<file path="src/rtl/seg_scan_ctrl.sv">
// seg_scan_ctrl: multiplexed 7-segment scan controller.
// Each digit slot serially shifts one segment byte {dp,g,f,e,d,c,b,a} MSB first
// into an external shift register, latches it, then enables that digit's cathode.
// Build option: define SEG_HEX_EN to decode nibbles 10..15 as A,b,C,d,E,F;
// otherwise those nibbles leave the segments dark (the decimal point still shows).
module seg_scan_ctrl #(
    parameter int NUM_DIGITS  = 4,
    parameter int REFRESH_DIV = 100000
) (
    input  logic                    sysclk,
    input  logic                    rst_n,
    input  logic [4*NUM_DIGITS-1:0] digits_in,
    input  logic [NUM_DIGITS-1:0]   dp_in,
    input  logic                    load_valid,
    output logic                    load_ready,
    output logic [NUM_DIGITS-1:0]   cath,
    output logic                    shift,
    output logic                    data,
    output logic                    latch,
    output logic                    blank
);

    localparam int CNT_W = $clog2(REFRESH_DIV);
    localparam int IDX_W = $clog2(NUM_DIGITS);

    typedef enum logic [1:0] {
        IDLE,
        SHIFT,
        LATCH,
        SHOW
    } state_t;

    state_t                  state;
    logic [CNT_W-1:0]        slot_cnt;
    logic                    tick;
    logic [4*NUM_DIGITS-1:0] digits_sh;
    logic [NUM_DIGITS-1:0]   dp_sh;
    logic [IDX_W-1:0]        idx;
    logic [IDX_W-1:0]        next_idx;
    logic [3:0]              bit_cnt;
    logic [7:0]              shreg;
    logic [7:0]              seg_byte;
    logic                    leave_show;

    // Seven-segment pattern {g,f,e,d,c,b,a} for one nibble.
    function automatic logic [6:0] seg_decode(input logic [3:0] v);
        logic [6:0] s;
        case (v)
            4'h0:    s = 7'h3F;
            4'h1:    s = 7'h06;
            4'h2:    s = 7'h5B;
            4'h3:    s = 7'h4F;
            4'h4:    s = 7'h66;
            4'h5:    s = 7'h6D;
            4'h6:    s = 7'h7D;
            4'h7:    s = 7'h07;
            4'h8:    s = 7'h7F;
            4'h9:    s = 7'h6F;
`ifdef SEG_HEX_EN
            4'hA:    s = 7'h77;
            4'hB:    s = 7'h7C;
            4'hC:    s = 7'h39;
            4'hD:    s = 7'h5E;
            4'hE:    s = 7'h79;
            4'hF:    s = 7'h71;
`endif
            default: s = 7'h00;
        endcase
        return s;
    endfunction

    assign tick = (slot_cnt == CNT_W'(REFRESH_DIV - 1));

    // Slot timebase: free-running divider, tick marks the last cycle of a slot.
    always_ff @(posedge sysclk or negedge rst_n) begin
        if (!rst_n) begin
            slot_cnt <= '0;
        end else if (tick) begin
            slot_cnt <= '0;
        end else begin
            slot_cnt <= slot_cnt + 1'b1;
        end
    end

    // The cycle that leaves SHOW samples the shadow for the new slot, so a load
    // landing on that same edge is refused rather than half-applied.
    assign leave_show = (state == SHOW) && tick;

    // Shadow registers written on an accepted load.
    always_ff @(posedge sysclk or negedge rst_n) begin
        if (!rst_n) begin
            digits_sh <= '0;
            dp_sh     <= '0;
        end else if (load_valid && load_ready && !leave_show) begin
            digits_sh <= digits_in;
            dp_sh     <= dp_in;
        end
    end

    // Next digit index and its decoded segment byte, used at slot start.
    always_comb begin
        next_idx = (idx == IDX_W'(NUM_DIGITS - 1)) ? '0 : idx + 1'b1;
        seg_byte = {dp_sh[next_idx], seg_decode(digits_sh[{next_idx, 2'b00} +: 4])};
    end

    // Scan FSM with registered outputs: blank/shift bits out/latch/show digit.
    always_ff @(posedge sysclk or negedge rst_n) begin
        if (!rst_n) begin
            state      <= IDLE;
            idx        <= IDX_W'(NUM_DIGITS - 1);
            bit_cnt    <= '0;
            shreg      <= '0;
            cath       <= '1;
            blank      <= 1'b1;
            shift      <= 1'b0;
            data       <= 1'b0;
            latch      <= 1'b0;
            load_ready <= 1'b1;
        end else begin
            case (state)
                IDLE, SHOW: begin
                    if (tick) begin
                        state      <= SHIFT;
                        idx        <= next_idx;
                        shreg      <= seg_byte;
                        data       <= seg_byte[7];
                        shift      <= 1'b0;
                        bit_cnt    <= '0;
                        blank      <= 1'b1;
                        cath       <= '1;
                        load_ready <= 1'b0;
                    end
                end
                SHIFT: begin
                    // Even count = phase A (data set up), odd count = phase B (clock high).
                    if (!bit_cnt[0]) begin
                        shift   <= 1'b1;
                        bit_cnt <= bit_cnt + 1'b1;
                    end else begin
                        shift <= 1'b0;
                        if (bit_cnt == 4'd15) begin
                            state   <= LATCH;
                            latch   <= 1'b1;
                            data    <= 1'b0;
                            bit_cnt <= '0;
                        end else begin
                            shreg   <= {shreg[6:0], 1'b0};
                            data    <= shreg[6];
                            bit_cnt <= bit_cnt + 1'b1;
                        end
                    end
                end
                LATCH: begin
                    state      <= SHOW;
                    latch      <= 1'b0;
                    blank      <= 1'b0;
                    cath       <= ~(NUM_DIGITS'(1) << idx);
                    load_ready <= 1'b1;
                end
                default: begin
                    state <= IDLE;
                end
            endcase
        end
    end

endmodule

</file>
<file path="config.mk">
export PLATFORM = sky130hd
export DESIGN_NAME = seg_scan_ctrl
export DESIGN_NICKNAME = d
export VERILOG_FILES = /design/src/rtl/seg_scan_ctrl.sv
export SDC_FILE = /design/constraint.sdc
export NUM_CORES = 1
export LEC_CHECK = 0
export ABC_CLOCK_PERIOD_IN_PS = 2500
export BUFFER_PORTS_ARGS = -buffer_cell sky130_fd_sc_hd__buf_2
export CORE_UTILIZATION = 50
export CTS_BUF_LIST = sky130_fd_sc_hd__clkbuf_4 sky130_fd_sc_hd__clkbuf_8
export DETAILED_ROUTE_END_ITERATION = 6
export PLACE_DENSITY = 0.7
export REMOVE_ABC_BUFFERS = 1
export SETUP_SLACK_MARGIN = 0.05
export SLEW_MARGIN = 20
export SYNTH_ARGS = -nofsm -noshare
export SYNTH_HDL_FRONTEND = slang
export SYNTH_SLANG_ARGS = --single-unit
</file>
<file path="constraint.sdc">
create_clock -name sysclk -period 2.5 [get_ports sysclk]
set_input_delay 0.25 -clock sysclk [delete_from_list [all_inputs] [get_ports sysclk]]
set_output_delay 0.25 -clock sysclk [all_outputs]
set_load 0.005 [all_outputs]
</file>
# Word-level counts from Yosys, hierarchy flattened
# Memories as Yosys holds them, arrays and structs flattened.
# Index checks and enable logic that the tools add are counted.
[word_totals]
memories = 1
input_bits = 23
ff_bits = 61
mem_bits_ro = 112
elab_cells = 78
out_inout_bits = 9
[mem_list]
columns = ["name", "depth", "width", "read_ports", "rd_clocked_by_memory_dff", "wr", "line", "source"]
rows = [
  ["(name not given)", 16, 7, 1, 0, 0, "48", "case (v)"],
]
[op_classes]
shift = 2
bitwise = 1
reduce_logical = 16
n_eq_ne = 10
order_cmp = 1
add_sub_neg = 3
muxes = 31
[op_table]
columns = ["operator", "n"]
rows = [
  ["two-way mux 7 bit", 3],
  ["adder 17 x 1 -> 17 bit (second input constant)", 1],
  ["== test 17 bit (second input constant)", 1],
  ["two-way mux 17 bit", 1],
  ["two-way mux 4 bit", 4],
  ["one-hot mux 4 bit (2 select lines)", 2],
  ["indexed part select 16 x 5 -> 4 bit", 1],
  ["one-hot mux 7 bit (2 select lines)", 1],
  ["one-hot mux 1 bit (2 select lines)", 5],
  ["two-way mux 1 bit", 9],
  ["AND reduction 3 bit", 3],
  ["two-way mux 2 bit", 4],
  ["!= test 2 bit (second input constant)", 4],
  ["== test 2 bit (second input constant)", 3],
  ["one-hot mux 2 bit (3 select lines)", 1],
  ["AND reduction 2 bit", 3],
  ["nonzero test 2 bit", 3],
  ["adder 4 x 1 -> 4 bit (second input constant)", 1],
  ["== test 4 bit (second input constant)", 1],
  ["inverter 4 bit", 1],
  ["AND reduction 4 bit", 1],
  ["<< shifter 1 x 2 -> 4 bit (first input constant)", 1],
  ["logical AND 1 bit", 3],
  ["less-than comparator 2 x 3 -> 1 bit (second input constant)", 1],
  ["other kinds (6)", 6],
]

# Depth between registers and ports, before layout
# Gate-level depths: netlist of the first run.
[depth]
word_depth = 6
mapped_depth = 9

# Worst setup path after synthesis of the first run
# OpenSTA, ideal clock, no wires.
[synth_path]
path_kind = "reg2reg"
start = "reg idx[0]"
end = "reg shreg[3]"
path_slack_ps = 277
arrival_ps = 2103
setup_time_ps = 120
path_buffers = 1
path_stages_with_launch = 9
cell_sequence = "dfstp_2 inv_1 ha_1 buf_2 mux4_2 ha_1 nand3_1 o21ai_0 a31o_2"
[synth_between]
elab_chain_len = 6
elab_cells_between_ends = 7
cone_classes = "add/sub: 1; eq/ne: 1; shift: 1; mux: 3; memory: 1"
[synth_lines]
columns = ["item", "line", "source"]
rows = [
  ["from (decl)", "38", "logic [IDX_W-1:0] idx;"],
  ["from (signal assigned)", "110", "idx <= IDX_W'(NUM_DIGITS - 1);"],
  ["from (signal assigned)", "124", "idx <= next_idx;"],
  ["adder 2 x 1 -> 2 bit or == test 2 bit (tied branches)", "102", "next_idx = (idx == IDX_W'(NUM_DIGITS - 1)) ? '0 : idx + 1'b1;"],
  ["two-way mux 2 bit *", "102", ""],
  ["net next_idx[1]", "39", "logic [IDX_W-1:0] next_idx;"],
  ["indexed part select 16 x 5 -> 4 bit *", "103", "seg_byte = {dp_sh[next_idx], seg_decode(digits_sh[{next_idx, 2'b00} +: 4])};"],
  ["memory (16 x 7 bit) *", "-", ""],
  ["two-way mux 7 bit *", "122", "if (tick) begin"],
  ["one-hot mux 7 bit (2 select lines) *", "120", "case (state)"],
  ["to (signal assigned)", "125", "shreg <= seg_byte;"],
  ["to (signal assigned)", "147", "shreg <= {shreg[6:0], 1'b0};"],
  ["to (decl)", "41", "logic [7:0] shreg;"],
]
# The timed path passes the listed nets; every way through them passes the cells marked *. The select of a mux whose other input is x is not followed.
# A chain may end at the register's enable or synchronous reset.

# Final worst setup path of the first run
# Same ends and word-level chain as after synthesis.

==> results of run 1 <==
-- registers in the layout, summed over array words and instances, names as in the netlist --
register,flops
blank,1
digits_sh,16
slot_cnt,17
shreg,7
idx,2
latch,1
cath,4
shift,1
state,2
dp_sh,4
data,1
load_ready,1
bit_cnt,4
-- timing repair --
item,in CTS,in global routing
setup buffers,0,2
gates resized for setup,0,4
setup endpoints to repair,0,5
-- where the power goes --
part	switching, mW	internal, mW
Combinational	0.0232	0.0135
Sequential	0	0.988
Clock	0.363	0.439
Total	0.386	1.44
-- layout by cell type, fill, tap and decap left out, types with 2 or more instances in the layout --
master,instances
or3_1,2
dfstp_2,8
nand3_1,10
ha_2,2
buf_2,31
o21ai_0,17
mux4_2,4
xor2_1,6
and2_1,3
a221o_1,2
inv_2,2
dfrtp_1,53
nand4_1,5
nand2_1,20
clkbuf_4,7
and3_1,4
nor2b_1,2
o31ai_1,4
mux2_4,20
xnor2_1,9
inv_1,10
mux2_2,3
a31oi_1,3
a21oi_1,16
mux2i_1,7
ha_1,13
nor2_1,26
clkbuf_8,9
nor3_1,2
a22o_1,4
a22oi_1,4
o2bb2ai_1,5
buf_4,12
-- layout make-up --
| class | instances | area, um2 |
|---|---|---|
| inverters | 13 | 48.8 |
| repair buffers | 43 | 245 |
| multi-input cells | 214 | 1680 |
| flip-flops and latches | 61 | 1540 |
| well taps | 77 | 96.3 |
| clock buffers | 16 | 176 |
| fillers | 555 | 2610 |
-- worst min-delay path by stage --
stage                      start            to  depth (start not counted)
floorplan                  rst_n    bit_cnt[0]                          0
global placement           rst_n  slot_cnt[16]                          2
detailed placement         rst_n  slot_cnt[12]                          2
CTS                        rst_n      state[1]                          2
global route        digits_in[4]  digits_sh[4]                          2
finish                     rst_n  slot_cnt[16]                          2
-- critical path, cell delays in order (launching register included) --
cell and delay, ns:
dfstp_2 0.59, inv_1 0.08, ha_2 0.42, mux4_2 0.41, ha_1 0.32, nand3_1 0.07, o21ai_0 0.09, a31o_2 0.25
-- synth_stat cells (2+ instances only) --
cell type and n:
o21ai_0 17, dfrtp_1 53, a22o_1 4, buf_6 2, nand3_1 10, o2bb2ai_1 5
mux2i_1 7, dfstp_2 8, o31ai_1 4, nor2_1 26, clkbuf_1 6, a21oi_1 16
mux2_4 20, xnor2_1 9, inv_1 12, a22oi_1 4, xor2_1 6, nand4_1 5
a221o_1 2, nor2b_1 2, mux2_2 3, mux4_2 4, buf_2 3, and2_1 3
and3_1 4, ha_1 15, a31oi_1 3, or3_1 2, nor3_1 2, nand2_1 20
-- through the flow --
step	power [mW]	utilization	setup WS [ns]	hold WS (ns)	instances
final	1.83	0.592	0.149	0.0360	424
after global routing	1.89	0.592	0.0416	0.122	424
after detailed placement	1.04	0.561	0.0749	0.460	406
after global placement	1.04	0.561	0.160	0.452	406
after floorplan	1.01	-	0.0702	-0.0456	288
after CTS	1.85	0.589	0.0699	0.0873	422
-- layer usage --
layer | global-route usage | vias up
met1 | 0.267 | 1156
li1 | - | 1161
met5 | 0 | -
met2 | 0.318 | 37
met4 | 0.106 | 0
met3 | 0.0366 | 7
-- cells by family (layout without fill, tap and decap cells) --
| kind of cell | after synthesis | after routing | share of synthesized area |
|---|---|---|---|
| and+or+nand+nor | 85 | 85 | 0.131 |
| AOI/OAI and AO/OA | 65 | 65 | 0.127 |
| adders and majority gates | 15 | 15 | 0.0565 |
| xor gates and xnor gates | 15 | 15 | 0.0395 |
| muxes | 34 | 34 | 0.149 |
| buffers and inverters | 25 | 72 | 0.0350 |
| DFF | 61 | 61 | 0.462 |
==> results.yml, run 1 <==
outcome:
  outcome: "complete, no violations"
critical_path:
  worstSetupStartpoint: "idx[0]"
  critical_path.max_fanout: 7
  r2r-end: "shreg[3]"
  end_kind: "register"
  required_ns: 2.73
  r2r_start: "idx[0]"
  start_kind: "register"
  crit_end: "shreg[3]"
  rr_worst_depth: 7
  arrival_ns: 2.58
  reg2reg_slack_ns: 0.15
  criticalPathCategory: "reg -> reg"
cells_and_area:
  drive_gt1_frac: 0.300
  area_growth_pct: 13.7
  antenna_cells: 0
  final_nets: 380
  final_area_um2: 3780
routing:
  dr_wl_met3_um: 238
  drc: 0
  via_per_inst: 5.57
  wl_mm: 6.39
  wl_met2_mm: 3.02
  drtPass1Iterations: 4
  vias: 2361
  ant_nets: 0
  wl_met1_mm: 3.03
  wl_per_cell_um: 15.1
  dr.max_layer_used: "met4"
  drtIter0Drc: 118
die:
  start_util: 0.520
  rows: 29
  die_area_um2: 6980
  io_pins: 32
  die_x_um: 83.5
  core-area_um2: 6390
  fp.dieH_um: 83.5
sta:
  worst_pin_slew_ns: 0.781
  setup_viol: 0
  final.min_clock_period_ns: 2.35
  fmax_mhz: 425
  fin_skew_ns: 0.0114
  slew_viol_final: 0
  min_period_over_period: 0.940
  slew_headroom: 0.480
  hold_viol_final: 0
  rsz0062_at_grt: "no"
  tns_ns: 0
synthesis:
  yosys.area.top_type: "dfrtp_1"
  synth_edf_count: 0
  synth-seq-cells: 61
  yosysWarningCount: 0
  syn_avg_cell_area_um2: 11.1
  syn_inst: 300
  ys_top_cells_by_area: "dfrtp_1 40%, mux2_4 9.0%, dfstp_2 6.3%"
  synth-seq-area-share: 0.462
  yosysUniqueCellTypes: 53
  netlist_area_um2: 3320
  async_flop_share: 1.00
  yosys.area.top_type_share: 0.399
  ys.flop_type: "dfrtp_1"
clocking:
  cts_buffers: 9
  clock_sinks: 61
  clockBufferDepth: 2
  htreeDepth: 3
  cts_tree: "built"
  cts.clk_slew.worst_paths_ns: 0.06
  clock_latency_ns: 0.35
  hold_buffers: 0
  clock-root-buffer: "clkbuf_8"
placement:
  dp_hpwl_mm: 4.38
  placed_area_um2: 3580
  portBuffers: 31
  gp_congestion: 0.868
power:
  powerDensity_nw_per_um2: 483
  peakVddDrop_mv: 0.290
  p_leak_nw: 1.74
grt:
  grt_pass1_vias: 2323
  grt_pass1_wl_mm: 11.0
  grt_start_max_net_pins: 62
  grt_overflow: 0
  antenna_found_initial: 0
  grtUsageTotal: 0.202
worst_hold_path:
  hp-class: "in -> async"
flow_run:
  maxCapViolations: 0
No activity file was read; power rests on OpenSTA's default activity.
==> run 2, diff against run 1 <==
- ABC_CLOCK_PERIOD_IN_PS: 2500 -> 2800
- CORE_ASPECT_RATIO: unset -> 1.2
- clock period: 2.5 -> 2.8 ns (I/O delays scaled with it)
==> results.yml, run 2 (synthesis results as in run 1) <==
cells_and_area:
  layout.cells.most_common: "dfrtp_1"
  drive_gt1_frac: 0.281
  area_growth_pct: 14.6
  top_regs: "slot_cnt: 17 flops, digits_sh: 16 flops, shreg: 7 flops"
  largest_reg_flops: 17
  final_nets: 378
  regMostFlops: "slot_cnt"
  fin_util: 0.595
  final_cell_mix: "53 x dfrtp_1, 31 x buf_2, 26 x nor2_1"
  antenna_cells: 0
sta:
  fin_skew_ns: 0.00975
  hold_viol_final: 0
  slew_viol_final: 0
  final.min_clock_period_ns: 2.42
  slew_headroom: 0.526
  fmax_mhz: 414
  tns_ns: 0
  min_period_over_period: 0.863
  setup_viol: 0
  worst_pin_slew_ns: 0.711
  rsz0062_at_grt: "no"
clocking:
  clockBufferDepth: 2
  clock_sinks: 61
  cts.repair.resized: 0
  cts_buffers: 9
  cts_tree: "built"
  htreeDepth: 3
  clock-root-buffer: "clkbuf_8"
  cts.clk_slew.worst_paths_ns: 0.06
  clock_latency_ns: 0.34
routing:
  wl_mm: 6.51
  wl_per_cell_um: 15.1
  drtIter0Drc: 121
  drtPass1Iterations: 4
  drc: 0
  ant_nets: 0
  vias: 2380
  via_per_inst: 5.53
grt:
  grtUsageTotal: 0.209
  antenna_found_initial: 0
  grt_pass1_wl_mm: 11.3
  grt_overflow: 0
  grt_start_max_net_pins: 33
  grt_pass1_vias: 2430
die:
  io_pins: 32
  rows: 32
  core-area_um2: 6410
  start_util: 0.519
  fp.dieH_um: 91.3
  die_x_um: 76.4
  die_area_um2: 6980
critical_path:
  required_ns: 3.02
  criticalPathCategory: "reg -> reg"
  arrival_ns: 2.64
  critical_path.max_fanout: 7
  worst_path_largest_cell_delay_ns: 0.59
  path_cells: "inv_1, ha_1, mux4_2, ha_1, nand3_1, o21ai_0, a31o_2"
  critPathMostFrequentCell: "ha_1"
  worst_path_max_delay_cell: "dfstp_2"
  start_kind: "register"
  end_kind: "register"
flow_run:
  maxCapViolations: 0
placement:
  portBuffers: 31
  gp_congestion: 0.797
  dp_hpwl_mm: 4.69
power:
  peakVddDrop_mv: 0.289
  p_leak_nw: 1.75
  powerDensity_nw_per_um2: 445
outcome:
  outcome: "complete, no violations"
worst_hold_path:
  hp-class: "in -> reg"
## run 2: cell count changes in the layout (fill, tap and decap cells not counted), sizes merged
cell         previous run  this run
dlygate4sd3             0         1
buf                    43        40
## run 2: where the power goes
group / total [mW] / switching [mW] / internal [mW] / leakage (nW)
sequential: 0.882 / 0 / 0.882 / 0.809
clock: 0.776 / 0.327 / 0.449 / 0.107
combinational: 0.0362 / 0.0213 / 0.0149 / 0.836
total: 1.69 / 0.348 / 1.35 / 1.75
## run 2: what timing repair did
item,in CTS,in global routing
buffers inserted,0,0
endpoints found under the hold margin,5,0
hold buffers,1,0
## run 2: critical path, delay by kind of cell, from the launching register on
| family | cells | cell delay, ns |
|---|---|---|
| AOI/OAI and AO/OA | 2 | 0.32 |
| adders and majority gates | 2 | 0.80 |
| buffers and inverters | 1 | 0.08 |
| DFF | 1 | 0.59 |
| muxes | 1 | 0.44 |
| and+or+nand+nor | 1 | 0.07 |
## run 2: through the flow
stage | total power [mW] | hold WS [ns] | worst slack, ns | instances | area, um2
finish | 1.69 | 0.172 | 0.383 | 430 | 3810
global route | 1.76 | 0.164 | 0.230 | 430 | 3810
floorplan | 0.899 | -0.0156 | 0.370 | 288 | 3260
CTS | 1.72 | 0.159 | 0.364 | 430 | 3810
global placement | 0.934 | 0.363 | 0.440 | 413 | 3600
detailed placement | 0.935 | 0.364 | 0.372 | 413 | 3600
## run 2: cell type report
| type | count | area [um2] |
|---|---|---|
| multi-input cells | 214 | 1670 |
| flip-flops and latches | 61 | 1540 |
| fillers | 573 | 2600 |
| well taps | 85 | 106 |
| repair buffers | 41 | 245 |
| inverters | 13 | 48.8 |
| clock buffers | 16 | 201 |
## run 2: worst paths after layout
check,start,end,slack (ns),cells after the start
worst max-delay path,idx[0],shreg[3],0.38,7
worst min-delay path,digits_in[12],digits_sh[12],0.17,2
worst max register to register,idx[0],shreg[3],0.38,7
worst min register to register,shreg[1],shreg[1],0.48,2
max in group asynchronous,rst_n,cath[3],1.59,3
min in group asynchronous,rst_n,slot_cnt[12],0.53,2
## run 2: metal layers
layer  part of all wire  track usage  vias to the layer above
li1                   -            -                     1155
met1               0.45        0.256                     1169
met2               0.50        0.356                       48
met3              0.032       0.0402                        8
met4              0.015       0.0978                        0
met5                  0            0                        -
==> run 3, diff against run 2 <==
- CAP_MARGIN: unset -> 20
- REMOVE_ABC_BUFFERS: 1 -> unset
==> results.yml, run 3 (synthesis results as in run 1) <==
critical_path:
  worstSetupStartpoint: "idx[0]"
  start_kind: "register"
  r2r_start: "idx[0]"
  arrival_ns: 2.66
  end_kind: "register"
  critical_path.max_fanout: 7
  criticalPathCategory: "reg -> reg"
  required_ns: 3.03
die:
  rows: 32
  io_pins: 32
  core-area_um2: 6410
  die_x_um: 76.4
  die_area_um2: 6980
  fp.dieH_um: 91.3
  start_util: 0.519
sta:
  hold_slack_ns: 0.0847
  slew_viol_final: 0
  fin_skew_ns: 0.0119
  setup_viol: 0
  rsz0062_at_grt: "no"
  final.min_clock_period_ns: 2.43
  slew_headroom: 0.503
  min_period_over_period: 0.868
  worst_pin_slew_ns: 0.745
  tns_ns: 0
  hold_viol_final: 0
  fmax_mhz: 412
clocking:
  clock_latency_ns: 0.34
  hold_buffers: 0
  clockBufferDepth: 2
  htreeDepth: 3
  cts.repair.resized: 0
  clock_sinks: 61
  cts.clk_slew.worst_paths_ns: 0.07
  cts_buffers: 9
  cts_tree: "built"
  postCtsSetupRepairBufs: 0
  clock-root-buffer: "clkbuf_8"
synthesis:
  syn-num-nets: 338
grt:
  grtUsageTotal: 0.196
  antenna_found_initial: 0
  grt_pass1_wl_mm: 10.6
  grt_start_max_net_pins: 62
  grt_overflow: 0
  grt_pass1_vias: 2272
routing:
  drc: 0
  drtPass1Iterations: 4
  vias: 2352
  wl_per_cell_um: 14.4
  drtIter0Drc: 126
  via_per_inst: 5.50
  ant_nets: 0
  wl_mm: 6.15
cells_and_area:
  top_regs: "slot_cnt: 17 flops, digits_sh: 16 flops, shreg: 7 flops"
  antenna_cells: 0
  drive_gt1_frac: 0.280
  layout.cells.most_common: "dfrtp_1"
  largest_reg_flops: 17
  final_cell_mix: "53 x dfrtp_1, 31 x buf_2, 26 x nor2_1"
  fin_util: 0.594
  final_nets: 376
  area_growth_pct: 14.5
  regMostFlops: "slot_cnt"
power:
  peakVddDrop_mv: 0.447
  powerDensity_nw_per_um2: 475
  p_leak_nw: 1.75
worst_hold_path:
  hp-class: "in -> async"
placement:
  portBuffers: 31
  gp_congestion: 0.847
  dp_hpwl_mm: 4.27
outcome:
  outcome: "complete, no violations"
flow_run:
  maxCapViolations: 0
## run 3: through the flow
| step | setup WS, ns | instances | power, mW | cell area (um2) |
|---|---|---|---|---|
| final | 0.371 | 428 | 1.81 | 3810 |
| after global routing | 0.263 | 428 | 1.87 | 3810 |
| after CTS | 0.375 | 428 | 1.82 | 3810 |
| after detailed placement | 0.390 | 412 | 0.932 | 3580 |
| after global placement | 0.461 | 412 | 0.931 | 3580 |
| after floorplan | 0.577 | 300 | 0.899 | 3320 |
## run 3: cell type report
type | instances | area, um2
multi-input combinational | 214 | 1670
fill | 564 | 2600
inverter | 13 | 48.8
clock inverter | 4 | 70.1
tap | 85 | 106
sequential | 61 | 1540
clock buffer | 12 | 159
timing repair buffer | 39 | 215
## run 3: where the power goes
group          internal, mW  switching, mW  leakage, nW
Combinational        0.0121         0.0203        0.823
Clock                 0.557          0.336        0.120
Sequential            0.882              0        0.809
Total                  1.45          0.356         1.75
## run 3: final timing paths
kind / slack [ns] / depth (start not counted) / endpoint
max in group asynchronous: 2.21 / 2 / digits_sh[11]
worst min-delay path: 0.08 / 2 / slot_cnt[13]
worst max register to register: 0.37 / 8 / shreg[3]
worst min register to register: 0.49 / 2 / shreg[1]
worst max-delay path: 0.37 / 8 / shreg[3]
min in group sysclk: 0.17 / 2 / dp_sh[2]
## run 3: metal layers
layer / routed length [um] / global-route usage / vias to the layer above
met3: 172 / 0.0352 / 17
met4: 190 / 0.114 / 0
met1: 2880 / 0.253 / 1140
met5: 0 / 0 / -
met2: 2900 / 0.310 / 45
li1: - / - / 1150
## run 3: critical path, cell delays in order, from the launching register on
cell and delay [ns]:
dfstp_2 0.58, inv_1 0.07, ha_1 0.46, mux4_2 0.44, inv_1 0.14, ha_1 0.16
a21o_1 0.13, o21ai_0 0.09, a31o_2 0.25
